**config.mk**
```make
export PLATFORM = sky130hd
export DESIGN_NAME = fp4_mul_pipe
export DESIGN_NICKNAME = d
export VERILOG_FILES = /design/src/rtl/fp4_pkg.sv /design/src/rtl/fp4_e2m1_mul_lane.sv /design/src/rtl/fp4_mul_pipe.sv
export SDC_FILE = /design/constraint.sdc
export NUM_CORES = 1
export LEC_CHECK = 0
export CELL_PAD_IN_SITES_DETAIL_PLACEMENT = 1
export CELL_PAD_IN_SITES_GLOBAL_PLACEMENT = 2
export CORE_ASPECT_RATIO = 2
export CORE_MARGIN = 1
export CORE_UTILIZATION = 35
export DETAILED_ROUTE_END_ITERATION = 10
export PLACE_DENSITY_LB_ADDON = 0.1
export SETUP_SLACK_MARGIN = 0.02
export SLEW_MARGIN = 20
export SYNTH_ARGS = -nofsm -noshare
export SYNTH_HDL_FRONTEND = slang
export SYNTH_SLANG_ARGS = --single-unit
```
**constraint.sdc**
```tcl
create_clock -name clk -period 8.2 [get_ports clk]
set_input_delay 1.64 -clock clk [delete_from_list [all_inputs] [get_ports clk]]
set_output_delay 1.64 -clock clk [all_outputs]
set_load 0.1 [all_outputs]
```
**src/rtl/fp4_pkg.sv**
```systemverilog
// e2m1 FP4 types, constants and the rounding helper shared by the multiplier lanes.
// Purely combinational helpers; no state, no flow control.
package fp4_pkg;

    typedef struct packed {
        logic       sign;
        logic [1:0] exponent;
        logic       mantissa;
    } fp4_e2m1_t;

    localparam int         BIAS        = 1;
    localparam int         MAX_EXP     = 3;
    localparam logic [2:0] FP4_MAX_MAG = 3'b111;

    // RNE overflow threshold in quarter units: midpoint between 6.0 and 8.0,
    // the first value of the binade above MAX_EXP; the tie goes to 8.0 (even).
    localparam int OVF_RNE_Q = (4 * 6 + 4 * (1 << (MAX_EXP - BIAS + 1))) / 2;

    typedef enum logic {
        RND_RNE = 1'b0,
        RND_RTZ = 1'b1
    } round_mode_e;

    // Magnitude of each 3-bit e2m1 code expressed in units of 0.25.
    function automatic logic [7:0] mag_quarters(input logic [2:0] code);
        case (code)
            3'd0:    return 8'd0;
            3'd1:    return 8'd2;
            3'd2:    return 8'd4;
            3'd3:    return 8'd6;
            3'd4:    return 8'd8;
            3'd5:    return 8'd12;
            3'd6:    return 8'd16;
            default: return 8'd24;
        endcase
    endfunction

    // Rounds an exact magnitude q (units of 0.25) onto the e2m1 grid.
    // Returns {overflow, magnitude_code}; overflowed magnitudes come back as FP4_MAX_MAG.
    function automatic logic [3:0] round_quarters(input logic [7:0] q, input round_mode_e mode);
        logic [2:0] lo;
        logic [2:0] mag;
        logic [7:0] d_lo;
        logic [7:0] d_hi;
        logic       ovf;
        lo = '0;
        for (int c = 1; c < 8; c++) begin
            if (q >= mag_quarters(3'(c))) lo = 3'(c);
        end
        mag  = lo;
        ovf  = 1'b0;
        d_lo = '0;
        d_hi = '0;
        if (mode == RND_RTZ) begin
            ovf = q > mag_quarters(FP4_MAX_MAG);
        end else if (lo == FP4_MAX_MAG) begin
            ovf = q >= 8'(OVF_RNE_Q);
        end else begin
            d_lo = q - mag_quarters(lo);
            d_hi = mag_quarters(lo + 3'd1) - q;
            // Code LSB is the mantissa bit, so an odd lo loses a tie.
            if (d_hi < d_lo || (d_hi == d_lo && lo[0])) mag = lo + 3'd1;
        end
        return {ovf, mag};
    endfunction

endpackage

```
**src/rtl/fp4_e2m1_mul_lane.sv**
```systemverilog
// One e2m1 x e2m1 multiplier lane: S1 decodes and forms significand product / exponent sum,
// S2 rounds, packs and compares with golden; 2-cycle latency, each stage loads only when told.
module fp4_e2m1_mul_lane
    import fp4_pkg::*;
(
    input  logic        clk,
    input  logic        rst_n,
    input  logic        s1_load,
    input  logic        s2_load,
    input  fp4_e2m1_t   op_a,
    input  fp4_e2m1_t   op_b,
    input  logic [3:0]  golden,
    input  logic        s1_sat_mode,
    input  round_mode_e s1_rnd_mode,
    output logic [3:0]  result,
    output logic        ovf,
    output logic        result_err
);

    // Value in units of 0.5 is sig << scl, with sig = {hidden bit, mantissa}.
    logic [1:0] sig_a, sig_b;
    logic [1:0] scl_a, scl_b;

    assign sig_a = {|op_a.exponent, op_a.mantissa};
    assign sig_b = {|op_b.exponent, op_b.mantissa};
    assign scl_a = (op_a.exponent == 2'd0) ? 2'd0 : op_a.exponent - 2'(BIAS);
    assign scl_b = (op_b.exponent == 2'd0) ? 2'd0 : op_b.exponent - 2'(BIAS);

    logic       s1_sign;
    logic [3:0] s1_sig_prod;
    logic [2:0] s1_exp_sum;
    logic [3:0] s1_golden;

    always_ff @(posedge clk) begin
        if (!rst_n) begin
            s1_sign     <= 1'b0;
            s1_sig_prod <= '0;
            s1_exp_sum  <= '0;
            s1_golden   <= '0;
        end else if (s1_load) begin
            s1_sign     <= op_a.sign ^ op_b.sign;
            s1_sig_prod <= 4'(sig_a) * 4'(sig_b);
            s1_exp_sum  <= 3'(scl_a) + 3'(scl_b);
            s1_golden   <= golden;
        end
    end

    logic [7:0] prod_q;
    logic [3:0] rounded;
    logic [3:0] res_n;
    logic       err_n;

    assign prod_q  = 8'(s1_sig_prod) << s1_exp_sum;
    assign rounded = round_quarters(prod_q, s1_rnd_mode);
    assign res_n   = {s1_sign, rounded[2:0]};
    assign err_n   = (res_n != s1_golden) && !((res_n[2:0] == 3'd0) && (s1_golden[2:0] == 3'd0));

    always_ff @(posedge clk) begin
        if (!rst_n) begin
            result     <= '0;
            ovf        <= 1'b0;
            result_err <= 1'b0;
        end else if (s2_load) begin
            result     <= res_n;
            ovf        <= rounded[3] & ~s1_sat_mode;
            result_err <= err_n;
        end
    end

endmodule

```
**src/rtl/fp4_mul_pipe.sv**
```systemverilog
// LANES-wide e2m1 multiplier with golden compare and saturating mismatch counter.
// 2-cycle latency; stalls hold S2, in_ready drops only when both stages are full and out_ready is low.
module fp4_mul_pipe
    import fp4_pkg::*;
#(
    parameter int LANES     = 4,
    parameter int ERR_CNT_W = 16
) (
    input  logic                 clk,
    input  logic                 rst_n,
    input  logic                 in_valid,
    output logic                 in_ready,
    input  logic [4*LANES-1:0]   operand_a,
    input  logic [4*LANES-1:0]   operand_b,
    input  logic [4*LANES-1:0]   golden_value,
    input  logic                 saturation_mode,
    input  logic                 round_mode,
    output logic                 out_valid,
    input  logic                 out_ready,
    output logic [4*LANES-1:0]   result,
    output logic [LANES-1:0]     ovf,
    output logic [LANES-1:0]     result_err,
    output logic [ERR_CNT_W-1:0] err_count,
    input  logic                 err_clr
);

    logic        s1_vld, s2_vld;
    logic        s1_sat;
    round_mode_e s1_rnd;
    logic        s2_adv, s1_load, s2_load;

    assign s2_adv    = !s2_vld || out_ready;
    assign in_ready  = !s1_vld || s2_adv;
    assign s1_load   = in_valid && in_ready;
    assign s2_load   = s1_vld && s2_adv;
    assign out_valid = s2_vld;

    always_ff @(posedge clk) begin
        if (!rst_n) begin
            s1_vld <= 1'b0;
            s2_vld <= 1'b0;
            s1_sat <= 1'b0;
            s1_rnd <= RND_RNE;
        end else begin
            if (in_ready) s1_vld <= in_valid;
            if (s2_adv)   s2_vld <= s1_vld;
            if (s1_load) begin
                s1_sat <= saturation_mode;
                s1_rnd <= round_mode_e'(round_mode);
            end
        end
    end

    for (genvar i = 0; i < LANES; i++) begin : g_lane
        fp4_e2m1_mul_lane u_lane (
            .clk         (clk),
            .rst_n       (rst_n),
            .s1_load     (s1_load),
            .s2_load     (s2_load),
            .op_a        (fp4_e2m1_t'(operand_a[4*i +: 4])),
            .op_b        (fp4_e2m1_t'(operand_b[4*i +: 4])),
            .golden      (golden_value[4*i +: 4]),
            .s1_sat_mode (s1_sat),
            .s1_rnd_mode (s1_rnd),
            .result      (result[4*i +: 4]),
            .ovf         (ovf[i]),
            .result_err  (result_err[i])
        );
    end

    localparam int CW = ERR_CNT_W + 5;

    logic [4:0]    err_pop;
    logic [CW-1:0] err_sum;

    always_comb begin
        err_pop = '0;
        for (int i = 0; i < LANES; i++) err_pop = err_pop + 5'(result_err[i]);
    end

    assign err_sum = CW'(err_count) + CW'(err_pop);

    always_ff @(posedge clk) begin
        if (!rst_n) begin
            err_count <= '0;
        end else if (err_clr) begin
            err_count <= '0;
        end else if (out_valid && out_ready) begin
            err_count <= (|err_sum[CW-1:ERR_CNT_W]) ? '1 : err_sum[ERR_CNT_W-1:0];
        end
    end

endmodule

```
==> qor.csv <==
stage;metric;value;unit
outcome;status;complete, no violations;
routing;drt initial violations;189;
sta;setup total negative slack;0;ns
synth;Synth cell types;86;
sta;Max Fclk;0.138;GHz
clock_tree;CTS clock-pin slew for the worst setup and hold paths;0.08;ns
floorplan;Row Count;83;
sta;slew margin rel.;27.0;%
setup_path;critical-path maximum fanout;18;
sta;setup violators final;0;
setup_path;Critical Path RT;8.46;ns
sta;worst hold slack;0.465;ns
synth;Syn Nets;1342;
sta;Final Hold Vio Count;0;
clock_tree;CTS sink count;92;
place;GPL Wtd Cong;0.876;
cells_and_area;share of layout cells above drive strength 1;5.00;%
routing;drt pass-1 iters;4;
job;total of max-cap violations;0;
cells_and_area;Total Nets Final;1397;
synth;Seq/Total Area, Yosys;20.1;%
cells_and_area;fill count;3220;
place;Post-Place Cell Area;0.0103;mm2
setup_path;critical path launch point type;flop;
cells_and_area;Layout Cells excl Fill;1561;
floorplan;Initial Util;35.6;%
place;Post-DP HPWL;22700;um
routing;routed length per instance;18.1;um
clock_tree;CTS root buf;clkbuf_16;
sta;Final Skew;0.00706;ns
setup_path;Critical Path Sink;g_lane[2].u_lane.result_err;
setup_path;CP endpoint kind;flop;
floorplan;Die ar.;0.0269;mm2
sta;max-slew violations;0;
place;dpl cells;1545;
sta;Worst Tran Pin Value;1.09;ns
cells_and_area;Final Cell Area;0.0106;mm2
worst_hold_path;HP Class;reg -> reg;
cells_and_area;Multi-input gate area;0.00682;mm2
synth;Post-synth EDFFs;0;
pwr;Max VDD drop;0.118;mV
floorplan;I/O pin cnt;97;
synth;share of flip-flops with an asynchronous set or reset;0;%
synth;Synth Flop Type;dfxtp_1;
routing;Routed Antenna Nets;0;
grt;first-pass GRT wire length;44700;um
grt;largest net degree at the start of global routing;78;
routing;DR vias;8326;
sta;RSZ-0062 raised after global routing;false;
clock_tree;clk buf depth;2;
setup_path;worst reg2reg path endpoint;g_lane[2].u_lane.result_err;
cells_and_area;Util after Layout;41.2;%
clock_tree;hold_buf cts;0;
grt;initial antenna violation count;0;
floorplan;Core Box Area;0.0258;mm2
floorplan;Die Ht;231;um
synth;Yosys warnings;0;
sta;final period utilization;88.1;%
grt;vias in the first global route;8854;
synth;synthesized area;0.00918;mm2
grt;global route overflow;0;
sta;fin crit period;7.22;ns
cells_and_area;Synth-to-Final Area Change;15.6;%
routing;drt total wl;28300;um
cells_and_area;Register Area;0.00184;mm2
pwr;Power Density;235;mW/mm2
floorplan;die width;117;um
place;# port buffers;96;
setup_path;Setup Crit Path Kind;reg -> reg;
cells_and_area;commonest non-fill, non-tap cell in the layout;nand2_1;
synth;Post-Syn Area per Cell;7.91;um2
routing;detailed-route DRC error count;0;
setup_path;FF-to-FF Start;g_lane[2].u_lane.s1_exp_sum[0];
grt;Global Route Usage Sum;21.8;%
cells_and_area;Antenna diodes;0;
synth;Syn Inst Count;1161;
routing;DR vias/cell;5.33;
cells_and_area;commonest cells after routing, fill and taps aside;nand2_1, ha_1, clkdlybuf4s50_1;
clock_tree;CTS HTree Levels;3;
clock_tree;Gates resized, CTS repair;0;
setup_path;r2r setup slk;0.98;ns
setup_path;CP startpoint;g_lane[2].u_lane.s1_exp_sum[0];
clock_tree;CTS tree;done;
pwr;Lkg Pwr;4.27;nW
setup_path;cells on worst reg2reg path;24;
clock_tree;clock buffer count from CTS;9;
setup_path;crit path DAT;7.48;ns
clock_tree;clk_lat worst skew;0.38;ns
clock_tree;post-CTS setup buffer count;0;
synth;number of synthesized register bits;92;
cell usage after synthesis (4+ instances only):
master    instances  area (um2)
nor2_1           65         244
mux2i_1          17         170
xor2_1           26         228
a21boi_0         54         405
o22a_1            5        43.8
a32oi_1           5        43.8
o211ai_1          5        37.5
o21a_1           17         128
or3_1            10        62.6
nand4_1           4        25.0
o211a_1           7        70.1
inv_1            62         233
o21ai_0          48         240
fa_1             15         300
nor4_1            6        37.5
buf_4            10        75.1
mux2_2            6        67.6
a21oi_1          64         320
a211oi_1          6        45.0
dfxtp_1          92        1840
a22oi_1           4        30.0
and3_1            4        25.0
and2_1           18         113
nand3_1          22         110
nor2b_1          33         206
nor3_1           18        90.1
o22ai_1           8        50.1
a221oi_1          6        52.6
nand2b_1         24         150
xnor2_1          51         447
buf_2             5        25.0
ha_1            111        1390
nand3b_1          8        60.1
o32ai_1           4        35.0
maj3_1            4        40.0
clkbuf_1         37         139
buf_6             4        45.0
a31oi_1           7        43.8
nand2_1         183         687
or2_2             5        31.3
a21o_1           12        90.1
flip-flops by register name (all words and copies together), names as in the netlist:
register / cells
err_count: 16
g_lane.u_lane.ovf: 4
g_lane.u_lane.s1_sign: 4
s1_sat: 1
s1_vld: 1
g_lane.u_lane.s1_golden: 16
out_valid: 1
g_lane.u_lane.result_err: 4
s1_rnd: 1
g_lane.u_lane.result: 16
g_lane.u_lane.s1_sig_prod: 16
g_lane.u_lane.s1_exp_sum: 12
power breakdown:
group | internal [W] | switching [W]
Clock | 0.000214 | 0.000222
Sequential | 0.000476 | 0.0000425
Combinational | 0.000626 | 0.000915
critical path, cell delays in order, from the launching register on:
cell and delay, ns:
dfxtp_1 0.73, nor2b_1 0.35, o2bb2ai_1 0.17, nor2b_1 0.23
inv_1 0.13, o211ai_1 0.60, ha_1 0.37, ha_1 0.34
or3_1 0.45, inv_1 0.07, ha_1 0.22, o21a_1 0.10
o21a_1 0.18, o21ai_0 0.17, nand2b_1 0.09, a21oi_1 0.24
xnor2_1 0.12, ha_1 0.35, a2111oi_1 0.82, nand2_1 0.11
nor2b_1 0.17, o31ai_1 0.49, xnor2_1 0.16, nor4_1 0.34
a21oi_1 0.12
cell families after synthesis:
family / after synthesis / synth area share, %
AO/OA/AOI/OAI: 290 / 21.9
AND/OR/NAND/NOR: 423 / 22.4
buffers and inverters: 121 / 5.75
XOR/XNOR: 77 / 7.35
adder cells (fa/ha/maj): 130 / 18.8
multiplexers: 28 / 3.65
flip-flops: 92 / 20.1
stage by stage:
step / power, W / setup WS [ns]
2_1_floorplan: 0.00168 / 2.35
3_3_place_gp: 0.00204 / 1.19
3_5_place_dp: 0.00207 / 0.828
4_1_cts: 0.00253 / 0.796
5_1_grt: 0.00269 / 0.498
6_report: 0.00249 / 0.979
how the worst min path moves through the flow:
stage | start | to | slack [ns] | cells past startpoint
after global routing | g_lane[3].u_lane.result[3] | g_lane[3].u_lane.result[3] | 0.49 | 2
after CTS | g_lane[3].u_lane.result[3] | g_lane[3].u_lane.result[3] | 0.47 | 2
after global placement | g_lane[3].u_lane.result[3] | g_lane[3].u_lane.result[3] | 0.45 | 2
after floorplan | g_lane[0].u_lane.s1_golden[3] | g_lane[0].u_lane.s1_golden[3] | 0.46 | 2
final | g_lane[3].u_lane.result[3] | g_lane[3].u_lane.result[3] | 0.47 | 2
after detailed placement | g_lane[3].u_lane.result[3] | g_lane[3].u_lane.result[3] | 0.46 | 2
cell type report:
cell class	count	share of cell area (%)
timing repair buffer	101	9.36
sequential	92	17.4
clock buffer	9	2.12
tap	340	4.01
multi-input combinational	948	64.3
inverter	64	2.26
clock inverter	7	0.613
routing by layer:
| layer | track usage [%] | wire [um] |
|---|---|---|
| met5 | 0 | 0 |
| met2 | 45.6 | 16800 |
| met4 | 9.25 | 990 |
| met3 | 2.67 | 555 |
| met1 | 19.6 | 9930 |
Power figures use the tool's default switching activity.
==> edit 1: new RTL, config.mk and constraints unchanged <==
`ERR_CNT_W`: 16 -> 20.
--- a/src/rtl/fp4_mul_pipe.sv
+++ b/src/rtl/fp4_mul_pipe.sv
@@ -6,3 +6,3 @@
     parameter int LANES     = 4,
-    parameter int ERR_CNT_W = 16
+    parameter int ERR_CNT_W = 20
 ) (
Interface: changed (resized err_count); port bits go from 97 to 101. The function was not compared with the original's and may differ.
==> edit 1 against the unedited design <==
- synthesized cell count up 4.1%
- first-iteration DRC count up 11%
- count of clock-buffer cells in the layout increased by 1
- core utilization about the same
- cell area is 2.1% higher
- power down 3.2%
- setup slack better by 0.37 ns
- clock skew increased by 0.0034 ns
- area after synthesis is 2.2% higher
- sequential cell count up 4
- wire length up 6.7%
- critical endpoint is now g_lane[0].u_lane.result_err
- largest power group unchanged
==> edit 1: results (changes against the unedited design) <==
| Metric | Value |
|---|---|
| IO Port Bufs | 100 (was 96) |
| Commonest cells post-synth | nand2_1, a21oi_1, ha_1, dfxtp_1, nor2_1 (was nand2_1, ha_1, dfxtp_1, nor2_1, a21oi_1) |
| Initial antenna violation count | 1 (was 0) |
| Global Route Usage Sum | 22.50% (was 21.78%) |
| Drt total wl | 30.19 mm (was 28.29 mm) |
| DR iter-0 viols | 210 (was 189) |
| Slew HR | 24.33% (was 26.99%) |
| Fraction of standard cell area in multi-input logic | 63.72% (was 64.29%) |
| R2r setup slk | 1.35 ns (was 0.98 ns) |
| Number of buffers created by CTS | 9 (unchanged) |
| First-pass GRT wire length | 48.31 mm (was 44.66 mm) |
| Max Clk Rate | 0.1460 GHz (was 0.1385 GHz) |
| Sw frac | 45.65% (was 47.26%) |
| Worst r2r src | g_lane[0].u_lane.s1_exp_sum[0] (was g_lane[2].u_lane.s1_exp_sum[0]) |
| Run status | finished, final reports clean (unchanged) |
| Detailed-route via count | 8771 (was 8326) |
| Synth unique cells | 84 (was 86) |
| Design area | 10840 sq um (was 10620 sq um) |
| HP Start | g_lane[0].u_lane.ovf (was g_lane[3].u_lane.result[3]) |
| Synth top area cells | dfxtp_1, ha_1, nand2_1, a21oi_1, xnor2_1 (was dfxtp_1, ha_1, nand2_1, xnor2_1, a21boi_0) |
| Vias in the first global route | 9369 (was 8854) |
| Antenna cells | 1 (was 0) |
| Leakage | 4.177 nW (was 4.271 nW) |
| Share of post-route cells with drive strength above 1 | 4.961% (was 4.996%) |
| Seq area share | 17.73% (was 17.35%) |
| Critical Path Fanout Max | 12 (was 18) |
| Layout clock area frac | 2.516% (was 2.735%) |
| Multi-input gate count | 982 (was 948) |
| Multiplexer area fraction after synthesis | 4.521% (was 3.652%) |
| Clk Latency, worst-skew pair | 0.36 ns (was 0.38 ns) |
| Crit-path slowest cell | dfxtp_1 (was a2111oi_1) |
| Largest stage delay on the critical path | 0.64 ns (was 0.82 ns) |
| Setup Skew | 0.01047 ns (was 0.007056 ns) |
| Arrival @ worst endpoint | 7.09 ns (was 7.48 ns) |
| Signal inverters | 73 (was 64) |
| GP Congestion | 0.8387 (was 0.8755) |
| Wire length per cell | 18.69 microns (was 18.12 microns) |
| Post-Syn Area per Cell | 7.760 sq um (was 7.908 sq um) |
| Pre-CTS WS | 1.289 ns (was 0.8278 ns) |
| Clkbuf count | 10 (was 9) |
| Syn-to-layout area delta | 15.56% (was 15.62%) |
| Post-Synth XOR/XNOR Area | 7.095% (was 7.345%) |
| Largest net degree at the start of global routing | 57 (was 78) |
| Num sequential | 96 (was 92) |
| Placed cell areas | 10570 sq um (was 10320 sq um) |
| Sequential share of the synthesized area | 20.49% (was 20.06%) |
| Fin Hold WS | 0.4598 ns (was 0.4654 ns) |
| DPL Wire Length | 24.81 mm (was 22.72 mm) |
## edit 1: metal layers
metal | GRT usage (%) | wire, microns
met3 | 2.686 | 680
met5 | 0 | 0
met2 | 46.75 | 17360
met1 | 19.88 | 10400
met4 | 14.10 | 1748
## edit 1: final timing paths
| check | end | depth (start not counted) |
|---|---|---|
| worst min register to register | g_lane[0].u_lane.ovf | 2 |
| worst min-delay path | g_lane[0].u_lane.ovf | 2 |
| worst max register to register | g_lane[0].u_lane.result_err | 23 |
| worst max-delay path | g_lane[0].u_lane.result_err | 23 |
## edit 1: power groups by stage
stage,sequential [mW],combinational (mW),clock [mW]
3_3_place_gp,0.550,1.46,0
2_1_floorplan,0.613,1.05,0
4_1_cts,0.540,1.49,0.425
3_5_place_dp,0.551,1.48,0
6_report,0.540,1.47,0.409
5_1_grt,0.546,1.65,0.443
==> edit 2: new RTL, config.mk and constraints unchanged <==
Without the edit above. Put a register stage on the output `result_err`, cleared by the reset. The value now appears one clock later. The other outputs are not delayed to match.
--- a/src/rtl/fp4_mul_pipe.sv
+++ b/src/rtl/fp4_mul_pipe.sv
@@ -25,2 +25,4 @@
 );
+
+    logic [LANES-1:0] result_err_d;
 
@@ -66,3 +68,3 @@
             .ovf         (ovf[i]),
-            .result_err  (result_err[i])
+            .result_err  (result_err_d[i])
         );
@@ -77,3 +79,3 @@
         err_pop = '0;
-        for (int i = 0; i < LANES; i++) err_pop = err_pop + 5'(result_err[i]);
+        for (int i = 0; i < LANES; i++) err_pop = err_pop + 5'(result_err_d[i]);
     end
@@ -92,2 +94,10 @@
 
+    always_ff @(posedge clk) begin
+        if (!rst_n) begin
+            result_err <= '0;
+        end else begin
+            result_err <= result_err_d;
+        end
+    end
+
 endmodule
Check against the original RTL: not equivalent (Yosys sat finds a counterexample within 4 cycles, from zero or initial values and one cycle with rst_n low).
==> edit 2 against the unedited design <==
- power shrank 0.11%
- non-clock buffer count down 3
- setup slack gained 0.28 ns
- combinational power fell by 3%
- cell area is 2.2% higher
- sequential cell count up 4
- wire length increased by 7.5%
- clock power rose by 2%
- area after synthesis rose by 2.6%
- critical endpoint is now g_lane[0].u_lane.result_err
- highest routed layer unchanged
==> edit 2: results (changes against the unedited design) <==
| Metric | Value |
|---|---|
| CP top delay family | simple AND/OR/NAND/NOR gates (was compound AO/OA/AOI/OAI gates) |
| Largest net degree at the start of global routing | 82 (was 78) |
| Vias in the first global route | 9145 (was 8854) |
| Fin Hold WS | 0.4791 ns (was 0.4654 ns) |
| Worst r2r src | g_lane[0].u_lane.s1_exp_sum[0] (was g_lane[2].u_lane.s1_exp_sum[0]) |
| Crit-path slowest cell | nor3_1 (was a2111oi_1) |
| # nets final | 1428 (was 1397) |
| Leakage | 4.369 nW (was 4.271 nW) |
| Non-filler cells, final | 1596 (was 1561) |
| Hold EP | g_lane[2].u_lane.result[1] (was g_lane[3].u_lane.result[3]) |
| Met3 wire len | 595 microns (was 555 microns) |
| Worst slew pin tran | 1.097 ns (was 1.092 ns) |
| Placed cell areas | 10550 sq um (was 10320 sq um) |
| Detailed-route via count | 8597 (was 8326) |
| Fillers | 3184 (was 3220) |
| Synth top area cells | dfxtp_1, ha_1, nand2_1, a21boi_0, xnor2_1 (was dfxtp_1, ha_1, nand2_1, xnor2_1, a21boi_0) |
| Run status | finished, final reports clean (unchanged) |
| Critical Path Fanout Max | 20 (was 18) |
| Max Clk Rate | 0.1440 GHz (was 0.1385 GHz) |
| Worst r2r dst | g_lane[0].u_lane.result_err (was g_lane[2].u_lane.result_err) |
| DR iter-0 viols | 216 (was 189) |
| Met2 Use GR | 48.25% (was 45.62%) |
| Sequential share of the synthesized area | 20.41% (was 20.06%) |
| First-pass GRT wire length | 47.78 mm (was 44.66 mm) |
| Share of post-route cells with drive strength above 1 | 4.073% (was 4.996%) |
[edit 2: cell count changes in the layout (fill, tap and decap cells not counted), moves of 7 or more]
cell     delta
xnor2_1    -12
and2_1      +7
mux2i_1     +7
xor2_1      +9
[edit 2: final cells by class]
cell class,instances,area share (%)
Clock buffer,9,2.077
Sequential cell,96,17.72
Clock inverter,7,0.6461
Inverter,69,2.388
Tap cell,344,3.969
Timing Repair Buffer,98,8.953
Multi-Input combinational cell,973,64.24
[edit 2: where the power goes]
part	internal, mW	switching [mW]	leakage (nW)
Combinational	0.622	0.883	3.44
Sequential	0.497	0.0472	0.784
Clock	0.216	0.228	0.144
Total	1.33	1.16	4.37
[edit 2: cell families after synthesis]
| group | share of synthesized area, % |
|---|---|
| AND/OR/NAND/NOR | 22.57 |
| AO/OA/AOI/OAI | 21.71 |
| adder cells (fa/ha/maj) | 18.47 |
| buffers and inverters | 5.713 |
| flip-flops | 20.41 |
| XOR/XNOR | 6.882 |
| multiplexers | 4.251 |
